$ cat src/rtl/axi_lite_pkg.sv
// Shared types for the AXI-lite memory slave.
// Response encoding and index-width helper.
package axi_lite_pkg;

  localparam int RESP_W = 2;

  typedef enum logic [RESP_W-1:0] {
    OKAY   = 2'b00,
    EXOKAY = 2'b01,
    SLVERR = 2'b10,
    DECERR = 2'b11
  } resp_t;

  function automatic int idx_w(input int depth);
    return (depth > 1) ? $clog2(depth) : 1;
  endfunction

endpackage

$ cat src/rtl/axi_lite_strb_mem.sv
// Word array with byte-strobed write, async read
// and asynchronous clear.
module axi_lite_strb_mem
  import axi_lite_pkg::*;
#(
  parameter int DATA_W = 32,
  parameter int DEPTH  = 8,
  parameter int IDX_W  = idx_w(DEPTH)
) (
  input  logic              clk,
  input  logic              reset_n,
  input  logic              we,
  input  logic [IDX_W-1:0]  waddr,
  input  logic [DATA_W-1:0] wdata,
  input  logic [DATA_W/8-1:0] wstrb,
  input  logic [IDX_W-1:0]  raddr,
  output logic [DATA_W-1:0] rdata
);

  localparam int STRB_W = DATA_W / 8;

  logic [DATA_W-1:0] mem [DEPTH];

  always_ff @(posedge clk or negedge reset_n) begin
    if (!reset_n) begin
      mem <= '{default: '0};
    end else if (we) begin
      for (int b = 0; b < STRB_W; b++) begin
        if (wstrb[b]) begin
          mem[waddr][8*b +: 8] <= wdata[8*b +: 8];
        end
      end
    end
  end

  assign rdata = mem[raddr];

endmodule

$ cat src/rtl/axi_lite_mem_slave.sv
// AXI-lite style memory slave: AW/W/B and AR/R
// channels over a byte-strobed word array.
module axi_lite_mem_slave
  import axi_lite_pkg::*;
#(
  parameter int DATA_W = 32,
  parameter int DEPTH  = 8,
  parameter int ADDR_W = $clog2(DEPTH) + 1
) (
  input  logic                clk,
  input  logic                reset_n,
  input  logic [ADDR_W-1:0]   wa_addr,
  input  logic                wa_valid,
  output logic                wa_ready,
  input  logic [DATA_W-1:0]   wd_data,
  input  logic [DATA_W/8-1:0] wd_strb,
  input  logic                wd_valid,
  output logic                wd_ready,
  output logic [1:0]          b_resp,
  output logic                b_valid,
  input  logic                b_ready,
  input  logic [ADDR_W-1:0]   ra_addr,
  input  logic                ra_valid,
  output logic                ra_ready,
  output logic [DATA_W-1:0]   rd_data,
  output logic [1:0]          rd_resp,
  output logic                rd_valid,
  input  logic                rd_ready
);

  localparam int STRB_W = DATA_W / 8;
  localparam int IDX_W  = idx_w(DEPTH);
  localparam logic [ADDR_W:0] DEPTH_C =
    (ADDR_W+1)'(DEPTH);

  function automatic logic in_range(
    input logic [ADDR_W-1:0] a
  );
    return {1'b0, a} < DEPTH_C;
  endfunction

  logic                aw_held;
  logic [ADDR_W-1:0]   aw_addr;
  logic                w_held;
  logic [DATA_W-1:0]   w_data;
  logic [STRB_W-1:0]   w_strb;
  logic                b_valid_q;
  resp_t               b_resp_q;
  logic                rd_valid_q;
  logic [DATA_W-1:0]   rd_data_q;
  resp_t               rd_resp_q;

  logic                aw_hs;
  logic                w_hs;
  logic                ar_hs;
  logic                commit;
  logic                aw_ok;
  logic                ar_ok;
  logic [DATA_W-1:0]   mem_rdata;

  assign aw_hs  = wa_valid && !aw_held;
  assign w_hs   = wd_valid && !w_held;
  assign ar_hs  = ra_valid && !rd_valid_q;
  assign aw_ok  = in_range(aw_addr);
  assign ar_ok  = in_range(ra_addr);
  assign commit = aw_held && w_held &&
                  (!b_valid_q || b_ready);

  always_ff @(posedge clk or negedge reset_n) begin
    if (!reset_n) begin
      aw_held <= 1'b0;
      aw_addr <= '0;
    end else if (commit) begin
      aw_held <= 1'b0;
    end else if (aw_hs) begin
      aw_held <= 1'b1;
      aw_addr <= wa_addr;
    end
  end

  always_ff @(posedge clk or negedge reset_n) begin
    if (!reset_n) begin
      w_held <= 1'b0;
      w_data <= '0;
      w_strb <= '0;
    end else if (commit) begin
      w_held <= 1'b0;
    end else if (w_hs) begin
      w_held <= 1'b1;
      w_data <= wd_data;
      w_strb <= wd_strb;
    end
  end

  // A commit on the B handshake edge re-arms b_valid
  always_ff @(posedge clk or negedge reset_n) begin
    if (!reset_n) begin
      b_valid_q <= 1'b0;
      b_resp_q  <= OKAY;
    end else if (commit) begin
      b_valid_q <= 1'b1;
      b_resp_q  <= aw_ok ? OKAY : SLVERR;
    end else if (b_ready) begin
      b_valid_q <= 1'b0;
    end
  end

  always_ff @(posedge clk or negedge reset_n) begin
    if (!reset_n) begin
      rd_valid_q <= 1'b0;
      rd_data_q  <= '0;
      rd_resp_q  <= OKAY;
    end else if (ar_hs) begin
      rd_valid_q <= 1'b1;
      rd_data_q  <= ar_ok ? mem_rdata : '0;
      rd_resp_q  <= ar_ok ? OKAY : SLVERR;
    end else if (rd_ready) begin
      rd_valid_q <= 1'b0;
    end
  end

  axi_lite_strb_mem #(
    .DATA_W (DATA_W),
    .DEPTH  (DEPTH),
    .IDX_W  (IDX_W)
  ) u_mem (
    .clk     (clk),
    .reset_n (reset_n),
    .we      (commit && aw_ok),
    .waddr   (aw_addr[IDX_W-1:0]),
    .wdata   (w_data),
    .wstrb   (w_strb),
    .raddr   (ra_addr[IDX_W-1:0]),
    .rdata   (mem_rdata)
  );

  assign wa_ready = !aw_held;
  assign wd_ready = !w_held;
  assign ra_ready = !rd_valid_q;
  assign b_valid  = b_valid_q;
  assign b_resp   = b_resp_q;
  assign rd_valid = rd_valid_q;
  assign rd_data  = rd_data_q;
  assign rd_resp  = rd_resp_q;

endmodule

$ cat config.mk
export PLATFORM = sky130hd
export DESIGN_NAME = axi_lite_mem_slave
export DESIGN_NICKNAME = d
export VERILOG_FILES = /design/src/rtl/axi_lite_pkg.sv /design/src/rtl/axi_lite_strb_mem.sv /design/src/rtl/axi_lite_mem_slave.sv
export SDC_FILE = /design/constraint.sdc
export NUM_CORES = 1
export LEC_CHECK = 0
export BUFFER_PORTS_ARGS = -buffer_cell sky130_fd_sc_hd__buf_2
export CAP_MARGIN = 10
export CORE_ASPECT_RATIO = 0.6
export CORE_MARGIN = 5
export CORE_UTILIZATION = 50
export DETAILED_ROUTE_END_ITERATION = 6
export GPL_TIMING_DRIVEN = 0
export HOLD_SLACK_MARGIN = 0.1
export MAX_ROUTING_LAYER = met4
export PLACE_DENSITY = 0.68
export SLEW_MARGIN = 20
export SYNTH_ARGS = -nofsm -noshare
export SYNTH_HDL_FRONTEND = slang
export SYNTH_SLANG_ARGS = --single-unit
$ cat constraint.sdc
create_clock -name clk -period 3 [get_ports clk]
set_input_delay 0.3 -clock clk [delete_from_list [all_inputs] [get_ports clk]]
set_output_delay 0.3 -clock clk [all_outputs]
set_load 0.01 [all_outputs]
# Word-level counts from Yosys, hierarchy flattened
# Cells that the tools add are included.
[word_totals]
reg_bits = 336
output_inout_bits = 41
in_bits = 51
[classes]
n_lt_le_gt_ge = 5
bitwise_logic = 3
n_reduce_logical = 18
n_mux = 33
[op_table]
columns = ["operator", "n"]
rows = [
  ["256-bit 2-to-1 mux", 7],
  ["256-bit bitwise mux", 4],
  ["32-bit demux with 3-bit select", 4],
  ["32-bit 2-to-1 mux", 4],
  ["32-bit binary-select mux with 3-bit select", 1],
  ["24-bit 2-to-1 mux", 1],
  ["16-bit 2-to-1 mux", 1],
  ["4-bit >= comparator (second input constant)", 2],
  ["4-bit < comparator (second input constant)", 2],
  ["1-bit 2-to-1 mux", 8],
  ["8-bit 2-to-1 mux", 1],
  ["3-bit inverter with 4-bit output", 2],
  ["2-bit nonzero test", 4],
  ["1-bit logical AND", 7],
  ["1-bit logical NOT", 4],
  ["4-bit by 1-bit < comparator with 1-bit output (second input constant)", 1],
  ["2-bit 2-to-1 mux", 2],
  ["2-bit AND reduction", 2],
  ["1-bit logical OR", 1],
  ["1-bit inverter", 1],
]

# Depth between registers and ports, before layout
# Gate-level depths: netlist of the first run.
[logic_depth]
depth_word = 16
ltp_mapped = 6
mapped_depth_nobuf = 4

# Hierarchy
# Synthesis of the first run repeated with hierarchy kept, for this count alone.
[unflattened]
hier_cells = 924
area_unflattened_um2 = 14745.4
[modules_own_cells]
columns = ["module", "cells_each", "area_each_um2", "instances"]
rows = [
  ["axi_lite_strb_mem", 676, 11517.3, 1],
  ["axi_lite_mem_slave", 248, 3228.1, 1],
]

# Worst setup path before layout of the first run
# Ideal clock, no wire load.
[synth_path]
path_type = "register to register"
startpoint = "reg b_valid_q (netlist: b_valid)"
endpoint = "reg u_mem.mem[128] (netlist bit)"
slack_ps = 1230
setup_time_ps = 125
arrival_time_ps = 1645
stages_incl_launch_ff = 6
n_path_buf = 1
path_cell_list = "dfrtp_1 nand2b_1 clkbuf_1 nand4_1 nor2_2 mux2_2"
[synth_between]
elab_chain_cells = 4
[synth_rtl]
columns = ["element", "line_no", "text"]
rows = [
  ["start: declaration", "axi_lite_mem_slave.sv:47", "logic b_valid_q;"],
  ["start signal: assignment", "axi_lite_mem_slave.sv:98", "b_valid_q <= 1'b0;"],
  ["start signal: assignment", "axi_lite_mem_slave.sv:101", "b_valid_q <= 1'b1;"],
  ["start signal: assignment", "axi_lite_mem_slave.sv:104", "b_valid_q <= 1'b0;"],
  ["1-bit logical NOT", "axi_lite_mem_slave.sv:67", "(!b_valid_q || b_ready);"],
  ["1-bit logical OR", "axi_lite_mem_slave.sv:67", ""],
  ["1-bit logical AND", "axi_lite_mem_slave.sv:66", "assign commit = aw_held && w_held &&"],
  ["1-bit logical AND", "axi_lite_mem_slave.sv:129", ".we (commit && aw_ok),"],
  ["end signal: indexed assignment", "axi_lite_strb_mem.sv:30", "mem[waddr][8*b +: 8] <= wdata[8*b +: 8];"],
  ["end: declaration", "axi_lite_strb_mem.sv:22", "logic [DATA_W-1:0] mem [DEPTH];"],
]
# No other way between the ends.
# A chain may end at the register's enable or synchronous reset.

# Final worst setup path of the first run
[layout_path]
startpoint = "reg b_valid_q (netlist: b_valid)"
endpoint = "reg u_mem.mem[40] (netlist bit)"
# Same word-level chain as after synthesis.

==> flow_summary.toml, run 1 <==
[logic_synthesis]
seq_area_frac_synth_pct = 57.7
syn_inst = 976
synth_commonest_cells = "mux2_2, dfrtp_1, nand2_1"
synth_flop_cell = "dfrtp_1"
synth.most_common_cell = "mux2_2"
synth_top_cell_by_area = "dfrtp_1"
synth_edf_count = 0
synth_area_mm2 = 0.0145
synth_top_cells_by_area = "dfrtp_1, mux2_2, mux4_2, o31ai_1, o22ai_1"
synth.top_cell.area_share_pct = 57.7
async_flop_share_pct = 100
avgSynthCellArea_um2 = 14.8
synth_seq_cells = 334
synth_cell_type_count = 30
yosysWarnings = 0

[critical_path]
crit_type = "register to register"
critPathArrivalTime_ns = 2.77
timing.critical_path.fanout_max = 9
r2r-start = "b_valid"
crit_cells = 5
required_ns = 3.45
setup.worst_path.start = "b_valid"
start_kind = "register"
end_kind = "register"
critPathSlowestCell = "nor2_2"
regToRegSetupSlack_ns = 0.68
worst-path-buf-inv = 1
crit_family = "simple AND/OR/NAND/NOR gates"
path_cells = "nand2b_1 -> clkbuf_1 -> nand4_1 -> nor2_2 -> mux2_2"
rr_endpoint = "u_mem.mem[40]"
rr_worst_depth = 5
cpPeakStageDelay_ns = 0.63

[sta]
setup-tns-final_ns = 0
max_slew.worst_pin.slew_ns = 0.923
skew_ns = 0.0101
hold_viol = 0
fmax_mhz = 431
setup_viol = 0
layout_min_cycle_time_ns = 2.32
fin_ws_ns = 0.678
drv_slew = 0
post-route-period-util_pct = 77.4
rsz0062_at_grt = "no"
max_slew_margin_pct = 38.5

[global_route]
grt_pass1_wl_um = 54100
grt_use_total_pct = 21.8
antenna_found_initial = 0
overflow = 0
grt_pass1_vias = 9025
grt_start_max_net_pins = 101

[power_and_ir_drop]
clockPowerShare_pct = 25.6
p_seq_share_pct = 49.5
p_sw_share_pct = 29.4
power_switching_mw = 4.49
leakagePower_nw = 7.92
p_comb_share_pct = 24.9
peakVddDrop_mv = 0.544
p_per_area_mw_per_mm2 = 903
total_power_mw = 15.3
internal_power_mw = 10.8

[floorplanning]
die_x_um = 230
start_util_pct = 50.6
die_h_um = 142
core_area_mm2 = 0.0286
io_pins = 92
dieArea_mm2 = 0.0326
rows = 48

[drt]
drtIter0Drc = 553
dr.pass1.iters = 4
wl_per_cell_um = 22.0
totalWireLength_um = 33900
vias = 8661
drc = 0
vias_per_cell = 5.63
ant_nets = 0

[layout]
fin_nets = 1194
antenna_cells = 0
post-route-util_pct = 59.1
syn_to_final_growth_pct = 16.9
drive_gt1_share_pct = 49.4

[placement]
gp_congestion = 0.771
io_buffers = 86
hpwl_um = 21900
place_ws_ns = 0.726

[clock_network]
cts_inserted_buffers = 30
htreeDepth = 1
postCtsSetupRepairBufs = 0
cts_tree = "built"
hold_buffers = 45
cts_resized = 0
clk_pin_slew_ns = 0.07
cts_buffer_depth = 3
clock_latency_ns = 0.56
root_buffer = "clkbuf_16"
clock_sinks = 334

[worst_hold_path]
hp-class = "primary input to asynchronous set/reset pin"

[run_status]
status = "finished, final reports clean"

[flow_run]
cap_violations = 0
how the worst max path moves through the flow:
stage / to / slack, ns
3_5_place_dp: u_mem.mem[12] / 0.73
3_3_place_gp: w_data[4] / -4.83
4_1_cts: u_mem.mem[130] / 0.74
2_1_floorplan: u_mem.mem[128] / 1.23
6_report: u_mem.mem[40] / 0.68
5_1_grt: u_mem.mem[129] / 0.56
flip-flops by register name (all words and copies together), names as in the netlist:
signal and cells:
rd_resp 1, w_data 32, rd_data 32, b_valid 1, aw_held 1, aw_addr 4, u_mem.mem 256, b_resp 1
rd_valid 1, w_strb 4, w_held 1
placed cells by master, fill, tap and decap left out, drive strengths merged, types with 4 or more instances in the layout:
| cell | count |
|---|---|
| nor2 | 51 |
| buf | 116 |
| clkinv | 4 |
| nor2b | 8 |
| inv | 4 |
| nor3b | 4 |
| o31ai | 31 |
| clkbuf | 69 |
| nand2 | 49 |
| nand4 | 4 |
| mux4 | 32 |
| dlygate4sd3 | 45 |
| dfrtp | 334 |
| mux2 | 360 |
| o22ai | 31 |
final cells by class:
class	instances	area, um^2
Fill cell	2279	11700
Buffer	50	235
Sequential cell	334	8360
Clock inverter	6	80.1
Timing Repair Buffer	134	973
Clock buffer	46	922
Tap cell	375	469
Multi-Input combinational cell	589	5880
Inverter	4	15.0
power groups by stage:
stage / registers [mW] / clock network, mW / logic, mW
after floorplan: 7.16 / 0 / 2.92
after global placement: 7.54 / 0 / 3.64
after detailed placement: 7.61 / 0 / 3.79
after CTS: 7.54 / 3.99 / 3.85
after global routing: 7.80 / 4.20 / 4.18
final: 7.57 / 3.92 / 3.81
per-stage QoR:
stage	hold slack, ns	instances	cell area, um^2
CTS	0.216	1538	16900
floorplan	0.00441	977	14500
finish	0.221	1538	16900
global route	0.234	1538	16900
detailed placement	0.221	1441	15500
global placement	0.460	1438	15400
layer usage:
metal  part of all wire (%)  vias up  track usage (%)
li1                       -     3905                -
met1                     50     4575             32.6
met2                     45      150             32.7
met3                    4.1       31             3.70
met4                    1.2        0             2.95
met5                      0        -                -
kinds of logic after synthesis:
logic type / Yosys count / share of synthesized area, %
muxes: 392 / 33.0
DFF: 334 / 57.7
and+or+nand+nor: 129 / 4.46
AOI/OAI and AO/OA: 66 / 3.14
buffers and inverters: 54 / 1.73
other: 1 / 0.0259
Note: power is estimated with default switching activity, not from simulation.
==> inputs of run 2 (changes only) <==
- clock period: 3 -> 2.2 ns (I/O delays scaled with it)
==> run 2 against run 1 <==
Cell count increased by 0.59%. Total power increased by 37%. Register-to-register slack got worse by 0.63 ns. Die area unchanged. Clock power increased by 36%. Flip-flop and latch count unchanged. Critical path depth unchanged. Final area increased by 1.5%. Clock skew increased by 0.0015 ns. Wire length increased by 0.79%. Clock-buffer cell count unchanged. Critical path type unchanged.
==> flow_summary.toml, run 2 (same netlist as run 1, synthesis figures left out) <==
[run_status]
status = "finished, final reports clean"

[clock_network]
cts_tree = "built"
cts_buffer_depth = 3
clk_pin_slew_ns = 0.07
htreeDepth = 1
clock_latency_ns = 0.56
cts_inserted_buffers = 30
root_buffer = "clkbuf_16"
clock_sinks = 334

[layout]
final_common_cell = "mux2_2"
drive_gt1_share_pct = 50.3
largest_reg_flops = 256
top_register = "u_mem.mem"
multi_input_area_mm2 = 0.00597
syn_to_final_growth_pct = 18.6
nFillCells = 2244
final_cells = 1547
antenna_cells = 0
regArea_mm2 = 0.00836
final_area_mm2 = 0.0172
final_cell_mix = "mux2_2, dfrtp_1, buf_2, dlygate4sd3_1, nand2_1"
fin_nets = 1203

[power_and_ir_drop]
p_per_area_mw_per_mm2 = 1220
peakVddDrop_mv = 0.742
leakagePower_nw = 8.00
total_power_mw = 21.0

[critical_path]
crit_type = "register to register"
timing.critical_path.fanout_max = 9
critPathArrivalTime_ns = 2.59
crit_path_frequent_cell = "buf_2"
critPathSlowestCell = "nor3_1"
path_cells = "buf_2 -> nor3_1 -> nor2b_1 -> buf_2 -> mux2_2"
end_kind = "register"
cpPeakStageDelay_ns = 0.66
start_kind = "register"
required_ns = 2.64
crit_family = "simple AND/OR/NAND/NOR gates"
worst-path-buf-inv = 2

[sta]
fin_ws_ns = 0.0470
max_slew_margin_pct = 40.0
drv_slew = 0
fmax_mhz = 464
layout_min_cycle_time_ns = 2.15
setup_viol = 0
hold_viol = 0
max_slew.worst_pin.slew_ns = 0.901
skew_ns = 0.0116
post-route-period-util_pct = 97.9

[drt]
vias_per_cell = 5.61
drc = 0
vias = 8677
wl_per_cell_um = 22.1
drtIter0Drc = 515
totalWireLength_um = 34200
ant_nets = 0
dr.pass1.iters = 4

[global_route]
grt_start_max_net_pins = 101
grt_use_total_pct = 21.8
grt_pass1_vias = 9021
grt_pass1_wl_um = 54200
antenna_found_initial = 0
overflow = 0

[floorplanning]
core_area_mm2 = 0.0286
rows = 48
start_util_pct = 50.6
die_h_um = 142
die_x_um = 230
dieArea_mm2 = 0.0326
io_pins = 92

[placement]
io_buffers = 86
place_area_mm2 = 0.0155
gp_congestion = 0.771
place_inst = 1441
hpwl_um = 21900
place_ws_ns = -0.0397

[flow_run]
cap_violations = 0

[worst_hold_path]
hp-class = "primary input to asynchronous set/reset pin"
run 2: area by class of cell:
cell class              instances  area share, %
flip-flops and latches        334           48.6
multi-input cells             589           34.7
repair buffers                144           6.61
clock buffers                  46           5.37
well taps                     375           2.73
plain buffers                  49           1.38
clock inverters                 6          0.466
inverters                       4         0.0874
run 2: final timing paths:
path / startpoint / endpoint / cells past startpoint / slack [ns]
max in group asynchronous: reset_n / w_held / 4 / 0.74
setup reg to reg: aw_addr[2] / u_mem.mem[246] / 5 / 0.05
hold / removal: reset_n / u_mem.mem[244] / 2 / 0.14
hold reg to reg: rd_data[4] / rd_data[4] / 2 / 0.48
min in group clk: b_ready / b_valid / 3 / 0.21
setup / recovery: aw_addr[2] / u_mem.mem[246] / 5 / 0.05
run 2: worst register-to-register path: stages, from the launching register on:
cell and delay (ns):
dfrtp_1 0.35, buf_2 0.17, nor3_1 0.66, nor2b_1 0.20, buf_2 0.28, mux2_2 0.38
run 2: stage by stage:
stage | util, % | setup TNS, ns | hold slack (ns)
floorplan | - | 0 | -0.0756
global placement | 53.7 | -1839.43 | 0.402
detailed placement | 54.0 | -0.915 | 0.141
CTS | 59.2 | -1.43 | 0.136
global route | 60.0 | -1.14 | 0.154
finish | 60.0 | 0 | 0.141
run 2: where the power goes:
group | total, mW | internal (mW) | switching [mW] | leakage [nW]
clock | 5.33 | 3.09 | 2.24 | 0.498
sequential | 10.3 | 8.53 | 1.79 | 4.36
combinational | 5.35 | 3.18 | 2.17 | 3.15
total | 21.0 | 14.8 | 6.20 | 8.00
run 2: per-layer routing:
| metal | wire length [um] | GRT usage, % | vias up |
|---|---|---|---|
| met2 | 15200 | 32.7 | 159 |
| li1 | - | - | 3920 |
| met1 | 16800 | 32.6 | 4563 |
| met4 | 483 | 2.95 | 0 |
| met3 | 1710 | 3.70 | 35 |
| met5 | 0 | - | - |
run 2: what timing repair did:
action	in CTS	in global routing
hold buffers	45	0
setup endpoints to repair	54	172
pin swaps	0	8
cloned	0	0
hold endpoints to repair	179	0
resized for setup	3	23
setup buffers	0	10
